--- config.mk ---
export PLATFORM = sky130hd
export DESIGN_NAME = mmio_uart_tx
export DESIGN_NICKNAME = d
export VERILOG_FILES = /design/src/rtl/uart_pkg.sv /design/src/rtl/uart_tx_fifo.sv /design/src/rtl/mmio_uart_tx.sv
export SDC_FILE = /design/constraint.sdc
export NUM_CORES = 1
export LEC_CHECK = 0
export CAP_MARGIN = 25
export CORE_MARGIN = 2
export CORE_UTILIZATION = 45
export DETAILED_ROUTE_END_ITERATION = 10
export PLACE_DENSITY = 0.73
export SLEW_MARGIN = 30
export SYNTH_ARGS = -nofsm -noshare
export SYNTH_HDL_FRONTEND = slang
export SYNTH_SLANG_ARGS = --single-unit
--- constraint.sdc ---
create_clock -name clk -period 4.71 [get_ports clk]
set_input_delay 0.7065 -clock clk [delete_from_list [all_inputs] [get_ports clk]]
set_output_delay 0.7065 -clock clk [all_outputs]
set_load 0.02 [all_outputs]
--- src/rtl/uart_pkg.sv ---
// ============================================================================
// uart_pkg : register map, STATUS bit positions and TX FSM states
// Rev 1.0
// ============================================================================
`default_nettype none

package uart_pkg;

   localparam logic [9:0] TXDATA_OFF = 10'd0;
   localparam logic [9:0] STATUS_OFF = 10'd4;

   localparam int ST_FULL      = 0;
   localparam int ST_EMPTY     = 1;
   localparam int ST_BUSY      = 2;
   localparam int ST_OVF       = 3;
   localparam int ST_COUNT_LSB = 8;

   typedef enum logic [1:0] {
      IDLE  = 2'd0,
      START = 2'd1,
      DATA  = 2'd2,
      STOP  = 2'd3
   } tx_state_t;

endpackage

`default_nettype wire

--- src/rtl/uart_tx_fifo.sv ---
// ============================================================================
// uart_tx_fifo : synchronous show-ahead FIFO; push while full is taken if a pop
// happens in the same cycle. Rev 1.0
// ============================================================================
`default_nettype none

module uart_tx_fifo #(
   parameter int WIDTH = 8,
   parameter int DEPTH = 16
) (
   input  logic                     clk,
   input  logic                     reset,
   input  logic                     push,
   input  logic                     pop,
   input  logic [WIDTH-1:0]         din,
   output logic [WIDTH-1:0]         dout,
   output logic                     full,
   output logic                     empty,
   output logic [$clog2(DEPTH):0]   count
);

   localparam int AW = $clog2(DEPTH);

   logic [WIDTH-1:0] mem [DEPTH];
   logic [AW-1:0]    wr_ptr;
   logic [AW-1:0]    rd_ptr;
   logic             do_push;
   logic             do_pop;

   assign empty   = (count == '0);
   assign full    = (count == (AW+1)'(DEPTH));
   assign do_pop  = pop && !empty;
   assign do_push = push && (!full || do_pop);
   assign dout    = mem[rd_ptr];

   always_ff @(posedge clk) begin
      if (do_push) begin
         mem[wr_ptr] <= din;
      end
   end

   always_ff @(posedge clk) begin
      if (reset) begin
         wr_ptr <= '0;
         rd_ptr <= '0;
         count  <= '0;
      end else begin
         if (do_push) begin
            wr_ptr <= wr_ptr + 1'b1;
         end
         if (do_pop) begin
            rd_ptr <= rd_ptr + 1'b1;
         end
         case ({do_push, do_pop})
            2'b10:   count <= count + 1'b1;
            2'b01:   count <= count - 1'b1;
            default: count <= count;
         endcase
      end
   end

endmodule

`default_nettype wire

--- src/rtl/mmio_uart_tx.sv ---
// ============================================================================
// mmio_uart_tx : MMIO-decoded console transmitter, FIFO-buffered 8N1 serializer
// Rev 1.0
// ============================================================================
`default_nettype none

module mmio_uart_tx
   import uart_pkg::*;
#(
   parameter logic [31:0] MMIO_BASE_ADDR = 32'h1000_0000,
   parameter int          FIFO_DEPTH     = 16,
   parameter int          CLKS_PER_BIT   = 16
) (
   input  logic        clk,
   input  logic        reset,
   input  logic        MemWrite,
   input  logic [31:0] DataAdr,
   input  logic [31:0] WriteData,
   input  logic [2:0]  funct3,
   output logic [31:0] ReadData,
   output logic        tx,
   output logic        tx_busy
);

   localparam int             CW        = $clog2(FIFO_DEPTH) + 1;
   localparam int             BW        = $clog2(CLKS_PER_BIT);
   localparam logic [BW-1:0]  BAUD_LAST = BW'(CLKS_PER_BIT - 1);

   logic          sel;
   logic [9:0]    offset;
   logic          wr_txdata;
   logic          wr_status;
   logic          overflow;
   logic [31:0]   status;

   logic          fifo_pop;
   logic [7:0]    fifo_dout;
   logic          fifo_full;
   logic          fifo_empty;
   logic [CW-1:0] fifo_count;

   tx_state_t     state,    state_next;
   logic [BW-1:0] baud_cnt, baud_next;
   logic [2:0]    bit_idx,  bit_next;
   logic [7:0]    shift,    shift_next;
   logic          tx_next;
   logic          baud_done;

   logic          unused_bits;
   assign unused_bits = ^{funct3, WriteData[31:8], WriteData[7:4], WriteData[2:0]};

   // 33-bit compare keeps the window correct even when it touches 2^32
   assign sel    = ({1'b0, DataAdr} >= {1'b0, MMIO_BASE_ADDR}) &&
                   ({1'b0, DataAdr} <  ({1'b0, MMIO_BASE_ADDR} + 33'd1024));
   assign offset    = DataAdr[9:0];
   assign wr_txdata = MemWrite && sel && (offset == TXDATA_OFF);
   assign wr_status = MemWrite && sel && (offset == STATUS_OFF);

   uart_tx_fifo #(
      .WIDTH (8),
      .DEPTH (FIFO_DEPTH)
   ) u_fifo (
      .clk   (clk),
      .reset (reset),
      .push  (wr_txdata),
      .pop   (fifo_pop),
      .din   (WriteData[7:0]),
      .dout  (fifo_dout),
      .full  (fifo_full),
      .empty (fifo_empty),
      .count (fifo_count)
   );

   assign tx_busy = (state != IDLE) || !fifo_empty;

   always_comb begin
      status                      = '0;
      status[ST_FULL]             = fifo_full;
      status[ST_EMPTY]            = fifo_empty;
      status[ST_BUSY]             = tx_busy;
      status[ST_OVF]              = overflow;
      status[ST_COUNT_LSB +: 8]   = 8'(fifo_count);
   end

   always_ff @(posedge clk) begin
      if (reset) begin
         ReadData <= '0;
         overflow <= 1'b0;
      end else begin
         if (sel && !MemWrite) begin
            ReadData <= (offset == STATUS_OFF) ? status : 32'd0;
         end
         // a full FIFO still accepts the byte when the serializer pops that cycle
         if (wr_txdata && fifo_full && !fifo_pop) begin
            overflow <= 1'b1;
         end else if (wr_status && WriteData[ST_OVF]) begin
            overflow <= 1'b0;
         end
      end
   end

   always_ff @(posedge clk) begin
      if (reset) begin
         state    <= IDLE;
         baud_cnt <= '0;
         bit_idx  <= '0;
         shift    <= '0;
         tx       <= 1'b1;
      end else begin
         state    <= state_next;
         baud_cnt <= baud_next;
         bit_idx  <= bit_next;
         shift    <= shift_next;
         tx       <= tx_next;
      end
   end

   assign baud_done = (baud_cnt == BAUD_LAST);

   always_comb begin
      state_next = state;
      baud_next  = baud_cnt;
      bit_next   = bit_idx;
      shift_next = shift;
      tx_next    = tx;
      fifo_pop   = 1'b0;
      case (state)
         IDLE: begin
            tx_next = 1'b1;
            if (!fifo_empty) begin
               fifo_pop   = 1'b1;
               shift_next = fifo_dout;
               baud_next  = '0;
               tx_next    = 1'b0;
               state_next = START;
            end
         end
         START: begin
            if (baud_done) begin
               baud_next  = '0;
               bit_next   = '0;
               tx_next    = shift[0];
               state_next = DATA;
            end else begin
               baud_next = baud_cnt + 1'b1;
            end
         end
         DATA: begin
            if (baud_done) begin
               baud_next = '0;
               if (bit_idx == 3'd7) begin
                  tx_next    = 1'b1;
                  state_next = STOP;
               end else begin
                  shift_next = {1'b0, shift[7:1]};
                  tx_next    = shift[1];
                  bit_next   = bit_idx + 1'b1;
               end
            end else begin
               baud_next = baud_cnt + 1'b1;
            end
         end
         STOP: begin
            if (baud_done) begin
               baud_next = '0;
               // chain straight into the next start bit so frames have no gap
               if (!fifo_empty) begin
                  fifo_pop   = 1'b1;
                  shift_next = fifo_dout;
                  tx_next    = 1'b0;
                  state_next = START;
               end else begin
                  tx_next    = 1'b1;
                  state_next = IDLE;
               end
            end else begin
               baud_next = baud_cnt + 1'b1;
            end
         end
         default: begin
            tx_next    = 1'b1;
            state_next = IDLE;
         end
      endcase
   end

endmodule

`default_nettype wire
==> metrics.cfg, run 1 <==
[timing]
setup-tns-final_ns = 0
slew_violations = 0
layout_min_cycle_time_ns = 3.587
hold_slack_ns = 0.4595
final_hold_viol_count = 0
setup_violations = 0
postLayoutSetupSlackWorst_ns = 1.123
timing_worst_slew_pin_value_ns = 0.9032
max_freq_mhz = 278.8
finClkSkew_ns = 0.007823
setup_repair_after_global_routing_missed_its_margin = no
min_period_over_period = 0.7615
max_slew_margin = 0.3979

[clocking]
ctsRootBufferMaster = sky130_fd_sc_hd__clkbuf_16
ctsResizeCount = 0
clock_insertion_delay_worst_skew_ns = 0.43
numClockSinks = 173
h-tree-depth = 4
tritoncts = yes
numCtsBuffers = 17
post-cts-setup-buffer-count = 0
cts_buffer_depth = 2
clock_transition_at_path_regs_ns = 0.07
postCtsHoldBufs = 0

[worst_setup_path]
worstSetupEndpointType = flop
worstSetupPathType = flop to flop
critPathMaxFanout = 12
path_delay_family = adder cells
cpPeakStageDelay_ns = 0.45
worst_path_max_delay_cell = sky130_fd_sc_hd__ha_1
critPathMostFrequentCell = sky130_fd_sc_hd__ha_1
path_cells = inv_1, ha_1, o211ai_1, and4bb_4, inv_2, ha_1, xor2_1, ha_1, a211o_1, nand2_1, nand3b_1, a31oi_1, mux2_2
cp-start-kind = flop
worst_ep_required_time_ns = 5.03
cp_bufs_invs = 2
arrival_ns = 3.90

[drt]
detailroute.via_count = 4446
routed_via_density = 5.489
postRouteAntennaNets = 0
drt_first_iter_violations = 320
wirelength_mm = 14.73
routed_wire_length_per_instance_um = 18.19
detail_route.drc_violations = 0
first_pass_iters = 7

[job]
max_cap_violations = 0

[logic_synthesis]
synth.lib_cells_used.distinct = 56
synth_seq_area_share = 0.6345
synth_area_mm2 = 0.007477
syn-mean-instance-area_um2 = 14.19
register_bit_count_reported_by_yosys = 173
synthesis.instances = 527
synth-async-reset-ratio = 0
synthFlopType = sky130_fd_sc_hd__edfxtp_1
yosys_warnings = 0
synth-edff-count = 128

[grt]
first_global_vias = 4518
grt_start_max_net_pins = 41
track_usage = 0.1736
gr-total-overflow = 0
antenna_violations_before_repair = 0
grt_first_pass_wirelength_mm = 23.38

[status]
run_status = finished, final reports clean

[pwr]
power.density_cell_area_mw_per_mm2 = 413.2
seqPwrFrac = 0.483
power.share.combinational = 0.140
max-vdd-ir-drop_v = 0.0002873
internal-power_mw = 2.670
p_sw_frac = 0.2575
power.static_leakage_nw = 2.833
power.net_switching_mw = 0.9259
proportion_of_power_drawn_by_the_clock_network = 0.377

[die]
core-area_mm2 = 0.01641
start_util = 0.4557
fp.dieArea_mm2 = 0.01766
core.rowCount = 47
chipWidth_um = 132.9
die_height_um = 132.9
ios = 104

[placed_design]
pre_cts_slack_ns = 0.7173
port_buffers = 53
gpl.final_weighted_congestion = 0.7540
dpl.hpwl_mm = 10.04

[layout]
area_growth_pct = 16.37
post_route_cells_drive_above_1_share = 0.1390
finalNetCount = 664
num_antenna_cells = 0

[worst_hold_path]
worstHoldPathType = flop to flop

[power by group through the flow]
stage                     clock (mW)  sequential, mW  combinational [mW]
final                           1.35            1.74               0.505
after global routing            1.43            1.75               0.552
after CTS                       1.38            1.74               0.505
after detailed placement           0            1.77               0.502
after global placement             0            1.77               0.486
after floorplan                    0            1.73               0.419
[per-stage QoR]
step	util	instances	cell area [um^2]	total power, mW
floorplan	-	549	7560	2.148
global placement	0.4952	778	8125	2.255
detailed placement	0.4952	778	8125	2.275
CTS	0.5303	810	8701	3.620
global route	0.5303	810	8701	3.730
finish	0.5303	810	8701	3.595
[kinds of logic after synthesis]
kind of cell	share of synthesized area
flip-flops	0.6345
XOR/XNOR	0.009371
multiplexers	0.1032
AO/OA/AOI/OAI	0.07447
buffers and inverters	0.04735
adder cells (fa/ha/maj)	0.02845
other	0.0005015
AND/OR/NAND/NOR	0.1021
[flip-flops by register name (all words and copies together), names as in the netlist, named ones only]
name and flops:
overflow 1, bit_idx 3, shift 8, u_fifo.wr_ptr 4
tx 1, ReadData 9, baud_cnt 4, state 2
u_fifo.count 5, u_fifo.mem 128, u_fifo.rd_ptr 4
[synthesized netlist by cell type (3+ instances only)]
master,n,area [um^2]
sky130_fd_sc_hd__nand4_1,6,37.54
sky130_fd_sc_hd__and2_1,10,62.56
sky130_fd_sc_hd__nor4_1,7,43.79
sky130_fd_sc_hd__mux4_2,32,720.7
sky130_fd_sc_hd__nor2b_1,4,25.02
sky130_fd_sc_hd__nor3b_1,3,22.52
sky130_fd_sc_hd__or4_1,3,22.52
sky130_fd_sc_hd__buf_4,24,180.2
sky130_fd_sc_hd__edfxtp_1,128,3844
sky130_fd_sc_hd__xor2_1,6,52.55
sky130_fd_sc_hd__o21ai_0,16,80.08
sky130_fd_sc_hd__nor4_2,5,62.56
sky130_fd_sc_hd__nor2_1,30,112.6
sky130_fd_sc_hd__a21oi_1,38,190.2
sky130_fd_sc_hd__and3_1,3,18.77
sky130_fd_sc_hd__a22oi_1,15,112.6
sky130_fd_sc_hd__nor3_1,3,15.01
sky130_fd_sc_hd__dfxtp_1,45,900.9
sky130_fd_sc_hd__a31oi_1,3,18.77
sky130_fd_sc_hd__a211oi_1,5,37.54
sky130_fd_sc_hd__inv_1,13,48.80
sky130_fd_sc_hd__nand3_1,16,80.08
sky130_fd_sc_hd__or3_1,3,18.77
sky130_fd_sc_hd__nand2_1,28,105.1
sky130_fd_sc_hd__ha_1,17,212.7
sky130_fd_sc_hd__buf_2,7,35.03
sky130_fd_sc_hd__mux2i_1,4,40.04
sky130_fd_sc_hd__clkbuf_1,18,67.56
[worst min-delay path, stage by stage (launching register included)]
cell	delay, ns
sky130_fd_sc_hd__dfxtp_1	0.31
sky130_fd_sc_hd__nand2_1	0.06
sky130_fd_sc_hd__a21oi_1	0.05
[final cells by class]
| cell class | instances | area, um^2 |
|---|---|---|
| fillers | 1310 | 7706 |
| flip-flops and latches | 173 | 4746 |
| multi-input cells | 310 | 2461 |
| repair buffers | 61 | 590.6 |
| clock buffers | 17 | 425.4 |
| well taps | 220 | 275.3 |
| clock inverters | 15 | 150.1 |
| inverters | 14 | 52.55 |
[metal layers]
layer	global-route usage	part of all wire
met5	0	0
met4	0.06750	0.020
met3	0.04100	0.038
met2	0.3074	0.53
met1	0.2047	0.41
[cells in the final DEF (no fill, tap or decap), types with 4 or more instances in the layout]
cell	instances
sky130_fd_sc_hd__clkbuf_16	17
sky130_fd_sc_hd__nor2b_1	4
sky130_fd_sc_hd__a22oi_1	15
sky130_fd_sc_hd__nand2_1	28
sky130_fd_sc_hd__inv_1	13
sky130_fd_sc_hd__mux4_2	32
sky130_fd_sc_hd__buf_4	8
sky130_fd_sc_hd__a21oi_1	38
sky130_fd_sc_hd__a211oi_1	5
sky130_fd_sc_hd__o21ai_0	16
sky130_fd_sc_hd__nor2_1	30
sky130_fd_sc_hd__conb_1	23
sky130_fd_sc_hd__edfxtp_1	128
sky130_fd_sc_hd__inv_6	5
sky130_fd_sc_hd__nor4_2	5
sky130_fd_sc_hd__xor2_1	6
sky130_fd_sc_hd__mux2i_1	4
sky130_fd_sc_hd__dfxtp_1	44
sky130_fd_sc_hd__and2_1	10
sky130_fd_sc_hd__ha_1	17
sky130_fd_sc_hd__nor4_1	7
sky130_fd_sc_hd__clkdlybuf4s50_1	53
sky130_fd_sc_hd__nand4_1	6
sky130_fd_sc_hd__nand3_1	16
[worst paths after layout]
check	cells after the start	endpoint	slack [ns]	from
setup / recovery	13	u_fifo.count[4]	1.12	state[0]
hold reg to reg	2	shift[7]	0.46	shift[7]
hold / removal	2	shift[7]	0.46	shift[7]
setup reg to reg	13	u_fifo.count[4]	1.12	state[0]
Power figures use the tool's default switching activity.
==> inputs of run 2 (changes only) <==
--- a/config.mk
+++ b/config.mk
@@ -9,7 +9,7 @@
 export CORE_MARGIN = 2
 export CORE_UTILIZATION = 45
 export DETAILED_ROUTE_END_ITERATION = 10
-export PLACE_DENSITY = 0.73
+export PLACE_DENSITY = 0.75
 export SLEW_MARGIN = 30
 export SYNTH_ARGS = -nofsm -noshare
 export SYNTH_HDL_FRONTEND = slang
==> constraint.sdc (replaced) <==
create_clock -name clk -period 3.25 [get_ports clk]
set_input_delay 0.4875 -clock clk [delete_from_list [all_inputs] [get_ports clk]]
set_output_delay 0.4875 -clock clk [all_outputs]
set_load 0.02 [all_outputs]
==> run 2 against run 1 <==
  * Register-to-register slack worse by 0.92 ns
  * Count of clock-buffer cells in the layout increased by 2
  * Clock skew barely moved
  * Sequential share of layout area down 1.4 points
  * Final cell count up 2.8%
  * Power increased by 50%
  * Global-route usage is 1.1 points higher
  * Wire length is 5.5% higher
  * Non-clock buffer count up 23
  * Sequential power grew 45%
  * Combinational power is 53% higher
  * Via count grew 2.8%
  * Largest power group unchanged
==> metrics.cfg, run 2 (synthesis gave the netlist of run 1 again) <==
[status]
run_status = finished, final reports clean

[worst_setup_path]
cp_bufs_invs = 1  ; -1
critPathMostFrequentCell = sky130_fd_sc_hd__ha_1
cpPeakStageDelay_ns = 0.39  ; -0.06 ns
arrival_ns = 3.36  ; -0.54 ns
path_cells = ha_2, a41oi_2, o211ai_1, and4bb_4, inv_2, ha_1, xor2_1, ha_1, a211o_1, nand2_1, nand3b_1, a31oi_1, mux2_2
cp-start-kind = flop
worstSetupPathType = flop to flop
path_delay_family = compound AO/OA/AOI/OAI gates
worst_ep_required_time_ns = 3.57  ; -1.46 ns
worstSetupEndpointType = flop
critPathMaxFanout = 5  ; -7
worst_path_max_delay_cell = sky130_fd_sc_hd__dfxtp_1

[clocking]
clock_insertion_delay_worst_skew_ns = 0.43  ; about the same
h-tree-depth = 4  ; unchanged
numClockSinks = 173  ; unchanged
clock_transition_at_path_regs_ns = 0.06  ; about the same
post-cts-setup-buffer-count = 0  ; unchanged
numCtsBuffers = 17  ; unchanged
postCtsHoldBufs = 0  ; unchanged
tritoncts = yes
ctsRootBufferMaster = sky130_fd_sc_hd__clkbuf_16
cts_buffer_depth = 2  ; unchanged
ctsResizeCount = 0  ; unchanged

[grt]
gr-total-overflow = 0  ; unchanged
antenna_violations_before_repair = 0  ; unchanged
grt_start_max_net_pins = 28  ; -32%
first_global_vias = 4678  ; +3.5%
grt_first_pass_wirelength_mm = 24.78  ; +6.0%
track_usage = 0.1848  ; +0.01124

[die]
start_util = 0.4557  ; unchanged
core.rowCount = 47  ; unchanged
core-area_mm2 = 0.01641  ; unchanged
fp.dieArea_mm2 = 0.01766  ; unchanged
chipWidth_um = 132.9  ; unchanged
ios = 104  ; unchanged
die_height_um = 132.9  ; unchanged

[pwr]
total_power_mw = 5.399  ; +50%
max-vdd-ir-drop_v = 0.0004167  ; +45%
power.density_cell_area_mw_per_mm2 = 605.0  ; +46%
power.static_leakage_nw = 2.973  ; +4.9%

[layout]
final_core_utilization = 0.5439  ; +0.01358
num_antenna_cells = 0  ; unchanged
layout.cells.most_common_list = sky130_fd_sc_hd__edfxtp_1, sky130_fd_sc_hd__clkdlybuf4s50_1, sky130_fd_sc_hd__dfxtp_1
most_common_library_cell_in_the_layout_ignoring_fill_and_taps = sky130_fd_sc_hd__edfxtp_1
largest_reg_flops = 128  ; unchanged
final-instance-count-excl-fill = 833  ; +2.8%
largest_registers = u_fifo.mem: 128 flops, ReadData: 9 flops, shift: 8 flops
n_fill_cell = 1296  ; -1.1%
register_with_the_most_flip_flops = u_fifo.mem
area_growth_pct = 19.34
postLayoutCellArea_mm2 = 0.008924  ; +2.6%
post_route_cells_drive_above_1_share = 0.1762  ; +0.03720
finalNetCount = 687  ; +3.5%

[placed_design]
placed_cells_incl_taps = 801  ; +3.0%
gpl.final_weighted_congestion = 0.7752  ; +2.8%
dpl.hpwl_mm = 10.22  ; +1.9%
pre_cts_slack_ns = -0.1840  ; -0.9013 ns
port_buffers = 53  ; unchanged
dpl_cell_area_mm2 = 0.008298  ; +2.1%

[job]
max_cap_violations = 0  ; unchanged

[timing]
finClkSkew_ns = 0.007701  ; -0.0001218 ns
layout_min_cycle_time_ns = 3.045  ; -0.5412 ns
slew_violations = 0  ; unchanged
setup_violations = 0  ; unchanged
min_period_over_period = 0.9370  ; +0.1756
timing_worst_slew_pin_value_ns = 0.9520  ; +0.04880 ns
final_hold_viol_count = 0  ; unchanged
setup_repair_after_global_routing_missed_its_margin = no
max_freq_mhz = 328.4  ; +18%
postLayoutSetupSlackWorst_ns = 0.2046  ; -0.9188 ns
max_slew_margin = 0.3645  ; -0.03340

[drt]
routed_via_density = 5.487  ; about the same
postRouteAntennaNets = 0  ; unchanged
detail_route.drc_violations = 0  ; unchanged
detailroute.via_count = 4571  ; +2.8%
first_pass_iters = 5  ; -2
drt_first_iter_violations = 296  ; -7.5%
routed_wire_length_per_instance_um = 18.65  ; +2.5%
wirelength_mm = 15.54  ; +5.5%

[worst_hold_path]
worstHoldPathType = flop to flop

[run 2: cell count changes in the layout (fill, tap and decap cells not counted), sizes merged]
cell	delta
clkinvlp	-2
clkbuf	+2
inv	-1
buf	+23
bufinv	+2
clkinv	-1
[run 2: report_power, final]
| part | switching (mW) | total [mW] | leakage (nW) | internal, mW |
|---|---|---|---|---|
| clock | 0.875 | 2.11 | 0.298 | 1.23 |
| combinational | 0.387 | 0.775 | 1.16 | 0.388 |
| sequential | 0.0912 | 2.52 | 1.51 | 2.43 |
[run 2: metrics by stage]
stage	setup TNS, ns	hold WS, ns
global placement	-0.1290	0.4426
global route	0	0.4733
finish	0	0.4560
floorplan	0	0.4327
detailed placement	-0.1840	0.4490
CTS	0	0.4560
[run 2: cell type report]
cell class | instances | area (um^2) | area share
repair buffers | 84 | 763.2 | 0.08553
multi-input cells | 310 | 2479 | 0.2778
clock buffers | 19 | 432.9 | 0.04851
clock inverters | 13 | 175.2 | 0.01963
inverters | 14 | 52.55 | 0.005889
flip-flops and latches | 173 | 4746 | 0.5318
well taps | 220 | 275.3 | 0.03085
[run 2: metal layers]
layer	share of wire	GRT usage	vias to the layer above
li1	-	-	2129
met2	0.52	0.3198	151
met5	0	0	-
met3	0.052	0.04598	26
met4	0.020	0.06810	0
met1	0.41	0.2249	2265
[run 2: tightest hold or removal path: stages (launching register included)]
cell,delay [ns]
sky130_fd_sc_hd__dfxtp_1,0.31
sky130_fd_sc_hd__nand2_1,0.05
sky130_fd_sc_hd__a21oi_1,0.05
[run 2: final timing paths]
path	start	end	slack [ns]	cells past startpoint
hold reg to reg	ReadData[2]	ReadData[2]	0.46	2
setup / recovery	baud_cnt[0]	u_fifo.count[4]	0.20	13
setup reg to reg	baud_cnt[0]	u_fifo.count[4]	0.20	13
hold / removal	ReadData[2]	ReadData[2]	0.46	2
